**config.mk**
```make
export PLATFORM = sky130hd
export DESIGN_NAME = bias_channel_sequencer_flat
export DESIGN_NICKNAME = d
export VERILOG_FILES = /design/src/rtl/bias_channel_sequencer_if.sv /design/src/rtl/bias_channel_sequencer.sv /design/src/flat_wrapper.sv
export SDC_FILE = /design/constraint.sdc
export NUM_CORES = 1
export LEC_CHECK = 0
export CAP_MARGIN = 10
export CORE_ASPECT_RATIO = 0.75
export CORE_MARGIN = 3
export CORE_UTILIZATION = 35
export CTS_CLUSTER_SIZE = 12
export DETAILED_ROUTE_END_ITERATION = 7
export GPL_ROUTABILITY_DRIVEN = 0
export PLACE_DENSITY_LB_ADDON = 0.2
export SETUP_SLACK_MARGIN = 0.1
export SKIP_LAST_GASP = 1
export SLEW_MARGIN = 5
export SYNTH_ARGS = -nofsm -noshare
export SYNTH_HDL_FRONTEND = slang
export SYNTH_SLANG_ARGS = --single-unit
```
**constraint.sdc**
```tcl
create_clock -name clk -period 3.3 [get_ports clk]
set_clock_uncertainty 0.1 [all_clocks]
set_input_delay 0.66 -clock clk [delete_from_list [all_inputs] [get_ports clk]]
set_output_delay 0.66 -clock clk [all_outputs]
set_load 0.05 [all_outputs]
```
**src/rtl/bias_channel_sequencer_if.sv**
```systemverilog
// bias_channel_sequencer_if: product stream, bias adder link and result handshake.
interface bias_channel_sequencer_if #(
    parameter int PROD_W = 32,
    parameter int ACC_W  = 35
);
    logic              prod_valid;
    logic              prod_ready;
    logic [PROD_W-1:0] prod_data;
    logic [ACC_W-1:0]  acc_out;
    logic [1:0]        bias_sel;
    logic [ACC_W-1:0]  bias_res;
    logic              res_valid;
    logic              res_ready;
    logic [ACC_W-1:0]  res_data;
    logic [1:0]        res_ch;
    modport master (
        output prod_valid, prod_data, bias_res, res_ready,
        input  prod_ready, acc_out, bias_sel, res_valid, res_data, res_ch
    );
    modport slave (
        input  prod_valid, prod_data, bias_res, res_ready,
        output prod_ready, acc_out, bias_sel, res_valid, res_data, res_ch
    );
endinterface

```
**src/rtl/bias_channel_sequencer.sv**
```systemverilog
// bias_channel_sequencer: accumulates N_TAPS products per channel, adds the channel bias
// through an external adder and emits one result per channel over valid/ready.
module bias_channel_sequencer #(
    parameter int N_TAPS = 9,
    parameter int N_CH   = 4,
    parameter int PROD_W = 32,
    parameter int ACC_W  = 35
) (
    input  logic                     clk,
    input  logic                     rst,
    input  logic                     i_start,
    output logic                     o_busy,
    output logic                     o_done,
    bias_channel_sequencer_if.slave  bus
);
    localparam int TW = N_TAPS > 1 ? $clog2(N_TAPS) : 1;
    typedef enum logic [2:0] {IDLE, ACCUM, BIAS, OUT, DONE} state_t;
    state_t           r_state, w_next;
    logic [ACC_W-1:0] r_acc, r_res_data;
    logic [TW-1:0]    r_tap;
    logic [1:0]       r_ch, r_res_ch;
    logic             w_fire, w_last_tap, w_last_ch, w_accept;
    assign w_fire     = r_state == ACCUM && bus.prod_valid;
    assign w_last_tap = r_tap == TW'(N_TAPS - 1);
    assign w_last_ch  = r_ch == 2'(N_CH - 1);
    assign w_accept   = r_state == OUT && bus.res_ready;
    always_comb begin
        w_next = r_state;
        case (r_state)
            IDLE:    w_next = i_start ? ACCUM : IDLE;
            ACCUM:   w_next = w_fire && w_last_tap ? BIAS : ACCUM;
            BIAS:    w_next = OUT;
            OUT:     w_next = bus.res_ready ? (w_last_ch ? DONE : ACCUM) : OUT;
            DONE:    w_next = IDLE;
            default: w_next = IDLE;
        endcase
    end
    always_ff @(posedge clk) begin
        if (rst) r_state <= IDLE;
        else     r_state <= w_next;
    end
    // Channel restarts (run start or non-final accept) clear the accumulator and tap count.
    always_ff @(posedge clk) begin
        if (rst) begin
            r_acc      <= '0;
            r_tap      <= '0;
            r_ch       <= '0;
            r_res_data <= '0;
            r_res_ch   <= '0;
        end else begin
            if (r_state == IDLE && i_start) begin
                r_acc <= '0;
                r_tap <= '0;
                r_ch  <= '0;
            end
            if (w_fire) begin
                r_acc <= r_acc + {{(ACC_W-PROD_W){bus.prod_data[PROD_W-1]}}, bus.prod_data};
                r_tap <= r_tap + 1'b1;
            end
            if (r_state == BIAS) begin
                r_res_data <= bus.bias_res;
                r_res_ch   <= r_ch;
            end
            if (w_accept && !w_last_ch) begin
                r_acc <= '0;
                r_tap <= '0;
                r_ch  <= r_ch + 2'd1;
            end
        end
    end
    assign o_busy         = r_state != IDLE;
    assign o_done         = r_state == DONE;
    assign bus.prod_ready = r_state == ACCUM;
    assign bus.res_valid  = r_state == OUT;
    assign bus.res_data   = r_res_data;
    assign bus.res_ch     = r_res_ch;
    assign bus.acc_out    = r_acc;
    assign bus.bias_sel   = r_ch;
endmodule

```
**src/flat_wrapper.sv**
```systemverilog
// flat-port wrapper written by rule: the top's interface ports become plain ports
module bias_channel_sequencer_flat 
#(
    parameter int N_TAPS = 9,
    parameter int N_CH   = 4,
    parameter int PROD_W = 32,
    parameter int ACC_W  = 35
)
  (clk, rst, i_start, o_busy, o_done, bus_prod_valid, bus_prod_data, bus_bias_res, bus_res_ready, bus_prod_ready, bus_acc_out, bus_bias_sel, bus_res_valid, bus_res_data, bus_res_ch);
  bias_channel_sequencer_if #(.PROD_W(PROD_W), .ACC_W(ACC_W)) bus_i ();
  input  logic clk;
  input  logic rst;
  input  logic i_start;
  output logic o_busy;
  output logic o_done;
  input wire logic [$bits(bus_i.prod_valid)-1:0] bus_prod_valid;
  input wire logic [$bits(bus_i.prod_data)-1:0] bus_prod_data;
  input wire logic [$bits(bus_i.bias_res)-1:0] bus_bias_res;
  input wire logic [$bits(bus_i.res_ready)-1:0] bus_res_ready;
  output wire logic [$bits(bus_i.prod_ready)-1:0] bus_prod_ready;
  output wire logic [$bits(bus_i.acc_out)-1:0] bus_acc_out;
  output wire logic [$bits(bus_i.bias_sel)-1:0] bus_bias_sel;
  output wire logic [$bits(bus_i.res_valid)-1:0] bus_res_valid;
  output wire logic [$bits(bus_i.res_data)-1:0] bus_res_data;
  output wire logic [$bits(bus_i.res_ch)-1:0] bus_res_ch;
  assign bus_i.prod_valid = bus_prod_valid;
  assign bus_i.prod_data = bus_prod_data;
  assign bus_i.bias_res = bus_bias_res;
  assign bus_i.res_ready = bus_res_ready;
  assign bus_prod_ready = bus_i.prod_ready;
  assign bus_acc_out = bus_i.acc_out;
  assign bus_bias_sel = bus_i.bias_sel;
  assign bus_res_valid = bus_i.res_valid;
  assign bus_res_data = bus_i.res_data;
  assign bus_res_ch = bus_i.res_ch;
  bias_channel_sequencer #(.N_TAPS(N_TAPS), .N_CH(N_CH), .PROD_W(PROD_W), .ACC_W(ACC_W)) u_core (.clk(clk), .rst(rst), .i_start(i_start), .o_busy(o_busy), .o_done(o_done), .bus(bus_i));
endmodule
```
==> results.json <==
{
  "cpMaxStageDelayCell": "clkdlybuf4s50_1",
  "synth_mux_area_share_pct": 0.420,
  "fin_ws_ns": 0.269,
  "hold_depth": 2,
  "synthAdderAreaFrac_pct": 10.1,
  "setup_viol": 0,
  "dpl.cell_count": 904,
  "cts_made_buffers": 9,
  "postSynth.asyncResetShare_pct": 0,
  "p_leak_nw": 2.82,
  "wire_per_inst_um": 14.9,
  "yosysUniqueCellTypes": 73,
  "grt_pass1_wl_um": 22500,
  "worst_setup_path_start_kind": "input port",
  "peakVddDrop_mv": 0.243,
  "slowest_delay_ns": 0.45,
  "clkTransAtPathRegs_ns": 0.06,
  "cts-root-buf": "clkbuf_16",
  "multi_input_area_um2": 3000,
  "vias": 4715,
  "drive_above_1_share_pct": 12.0,
  "antenna_left": 0,
  "tritoncts": "built",
  "yosys.area_share.simple_pct": 19.4,
  "cp-startpoint": "bus_prod_data[10]",
  "place_area_um2": 6590,
  "gr-total-overflow": 0,
  "max_slew_margin_pct": 46.9,
  "seqCellArea_um2": 1620,
  "seq_area_frac_synth_pct": 34.1,
  "grt_max_degree": 43,
  "finalNonFillerCells": 924,
  "drt-total-wl_um": 13700,
  "final_core_util_pct": 53.1,
  "fin_tns_setup_ns": 0,
  "hpwl_um": 10300,
  "synth_xor_area_share_pct": 5.52,
  "grt_usage_pct": 18.1,
  "synth_flop_cell": "dfxtp_1",
  "insertion_delay_ns": 0.34,
  "reg2reg_from": "u_core.bus.acc_out[0]",
  "synth.most_common_cell": "nand2_1",
  "slew_violations": 0,
  "drv_cap": 0,
  "path_class": "in -> reg",
  "rsz0062_at_grt": "no",
  "core_um2": 13200,
  "synth_edf_count": 0,
  "nFillCells": 1224,
  "yosys-top-cells-count": "nand2_1 (113), dfxtp_1 (81), a21oi_1 (60), nor2_1 (41), ha_1 (37)",
  "synth_nets": 689,
  "endpoint_kind": "flop",
  "antenna_cells": 0,
  "run_status": "finished clean",
  "dr.pass1.iters": 5,
  "fmax_mhz": 330,
  "die_area_um2": 15100,
  "hp-start": "u_core.bus.res_data[28]",
  "synth_compound_area_share_pct": 26.5,
  "route.detailed.drc": 0,
  "antenna_found_initial": 0,
  "critical_path.max_fanout": 6,
  "portBuffers": 149,
  "synth_area_um2": 4760,
  "fin_nets": 858,
  "die_w_um": 141,
  "die_y_um": 107,
  "grt_pass1_vias": 4594,
  "cts.sink_count": 81,
  "area_delta_synth_final_pct": 46.6,
  "tightest_slew_ns": 0.796,
  "synth_seq_cells": 81,
  "required_ns": 3.41,
  "finalCriticalPeriod_ns": 3.03,
  "path_cells": "clkdlybuf4s50_1 -> ha_4 -> and3_1 -> o211ai_1 -> o21bai_2 -> o211ai_2 -> a41oi_2 -> o21ai_2 -> nand4_1 -> a222oi_1 -> o41ai_1",
  "yosysTopAreaCellShare_pct": 34.1,
  "synth_top_family_by_area": "compound AO/OA/AOI/OAI gates",
  "power_density_nw_per_um2": 382,
  "viasPerCell": 5.10,
  "ys_warn_count": 0,
  "first_iter_violations": 255,
  "ctsLongestPathBuffers": 2,
  "reg2regPathDepth": 11,
  "fin_area_um2": 6980,
  "syn_avg_cell_area_um2": 8.22,
  "start_util_pct": 36.2,
  "yosysTopAreaCell": "dfxtp_1",
  "synthCells": 579,
  "crit_arrival_ns": 3.14,
  "hp-class": "reg -> reg",
  "yosys-top-cells-area": "dfxtp_1 (34%), ha_1 (9.7%), nand2_1 (8.9%)",
  "rows": 36,
  "post-place-ws_ns": -0.295,
  "hold_viol_final": 0,
  "min_period_over_period_pct": 91.8,
  "htree_levels": 3,
  "pin_count": 150
}
-- registers in the layout, summed over array words and instances (netlist names) --
register / cells
u_core.r_tap: 4
u_core.r_state: 3
u_core.bus.bias_sel: 2
u_core.bus.acc_out: 35
u_core.bus.res_ch: 2
u_core.bus.res_data: 35
-- final cells by class --
class	instances	area share, %
Inverter	12	0.646
Timing Repair Buffer	188	25.6
Tap cell	171	3.07
Clock inverter	3	0.681
Clock buffer	13	3.73
Multi-Input combinational cell	456	43.0
Sequential cell	81	23.2
-- repair_timing --
| item | in CTS | in global routing |
|---|---|---|
| endpoints found under the setup margin | 4 | 13 |
| hold buffers | 0 | 0 |
| resized for setup | 1 | 11 |
| pin swaps | 0 | 12 |
| buffers inserted | 0 | 4 |
| cloned | 0 | 0 |
-- worst max-delay path: cells and delay by family --
kind                     cells  cell delay [ns]
adder cells (fa/ha/maj)      1             0.31
buffers and inverters        1             0.45
AND/OR/NAND/NOR              2             0.32
AO/OA/AOI/OAI                7             1.41
-- final timing paths --
kind | endpoint | slack [ns]
hold reg to reg | u_core.bus.res_data[28] | 0.35
setup reg to reg | u_core.bus.acc_out[18] | 0.49
setup / recovery | u_core.bus.acc_out[31] | 0.27
hold / removal | u_core.bus.res_data[28] | 0.35
-- power by group --
group / total (mW) / switching (mW) / internal (mW)
registers: 1.03 / 0.0234 / 1.00
clock network: 1.06 / 0.422 / 0.633
logic: 0.581 / 0.316 / 0.265
-- through the flow --
stage	hold slack (ns)	total power [mW]
2_1_floorplan	0.403	1.39
3_3_place_gp	0.342	1.61
3_5_place_dp	0.349	1.62
4_1_cts	0.355	2.68
5_1_grt	0.375	2.78
6_report	0.353	2.66
-- kinds of logic after synthesis --
family / count (synthesis)
compound gates: 181
simple gates: 205
mux: 2
xor+xnor: 30
buf+inv: 42
flops: 81
fa+ha+maj: 38
-- cell usage in the layout (no fill, tap or decap), types with 17 or more instances in the layout --
master / n
xor2_1: 19
a21o_1: 18
clkdlybuf4s50_1: 147
dfxtp_1: 81
nor2_1: 40
ha_1: 34
a21oi_1: 60
buf_4: 39
nand2_1: 113
a22oi_1: 17
-- layer usage --
metal  track usage [%]  wire length, µm  vias to the layer above
met5                 0                0                        -
met4              4.43              163                        0
met3              3.79              742                       16
met2              28.5             6200                      135
met1              25.3             6630                     2164
li1                  -                -                     2400
No activity file was read; power rests on OpenSTA's default activity.
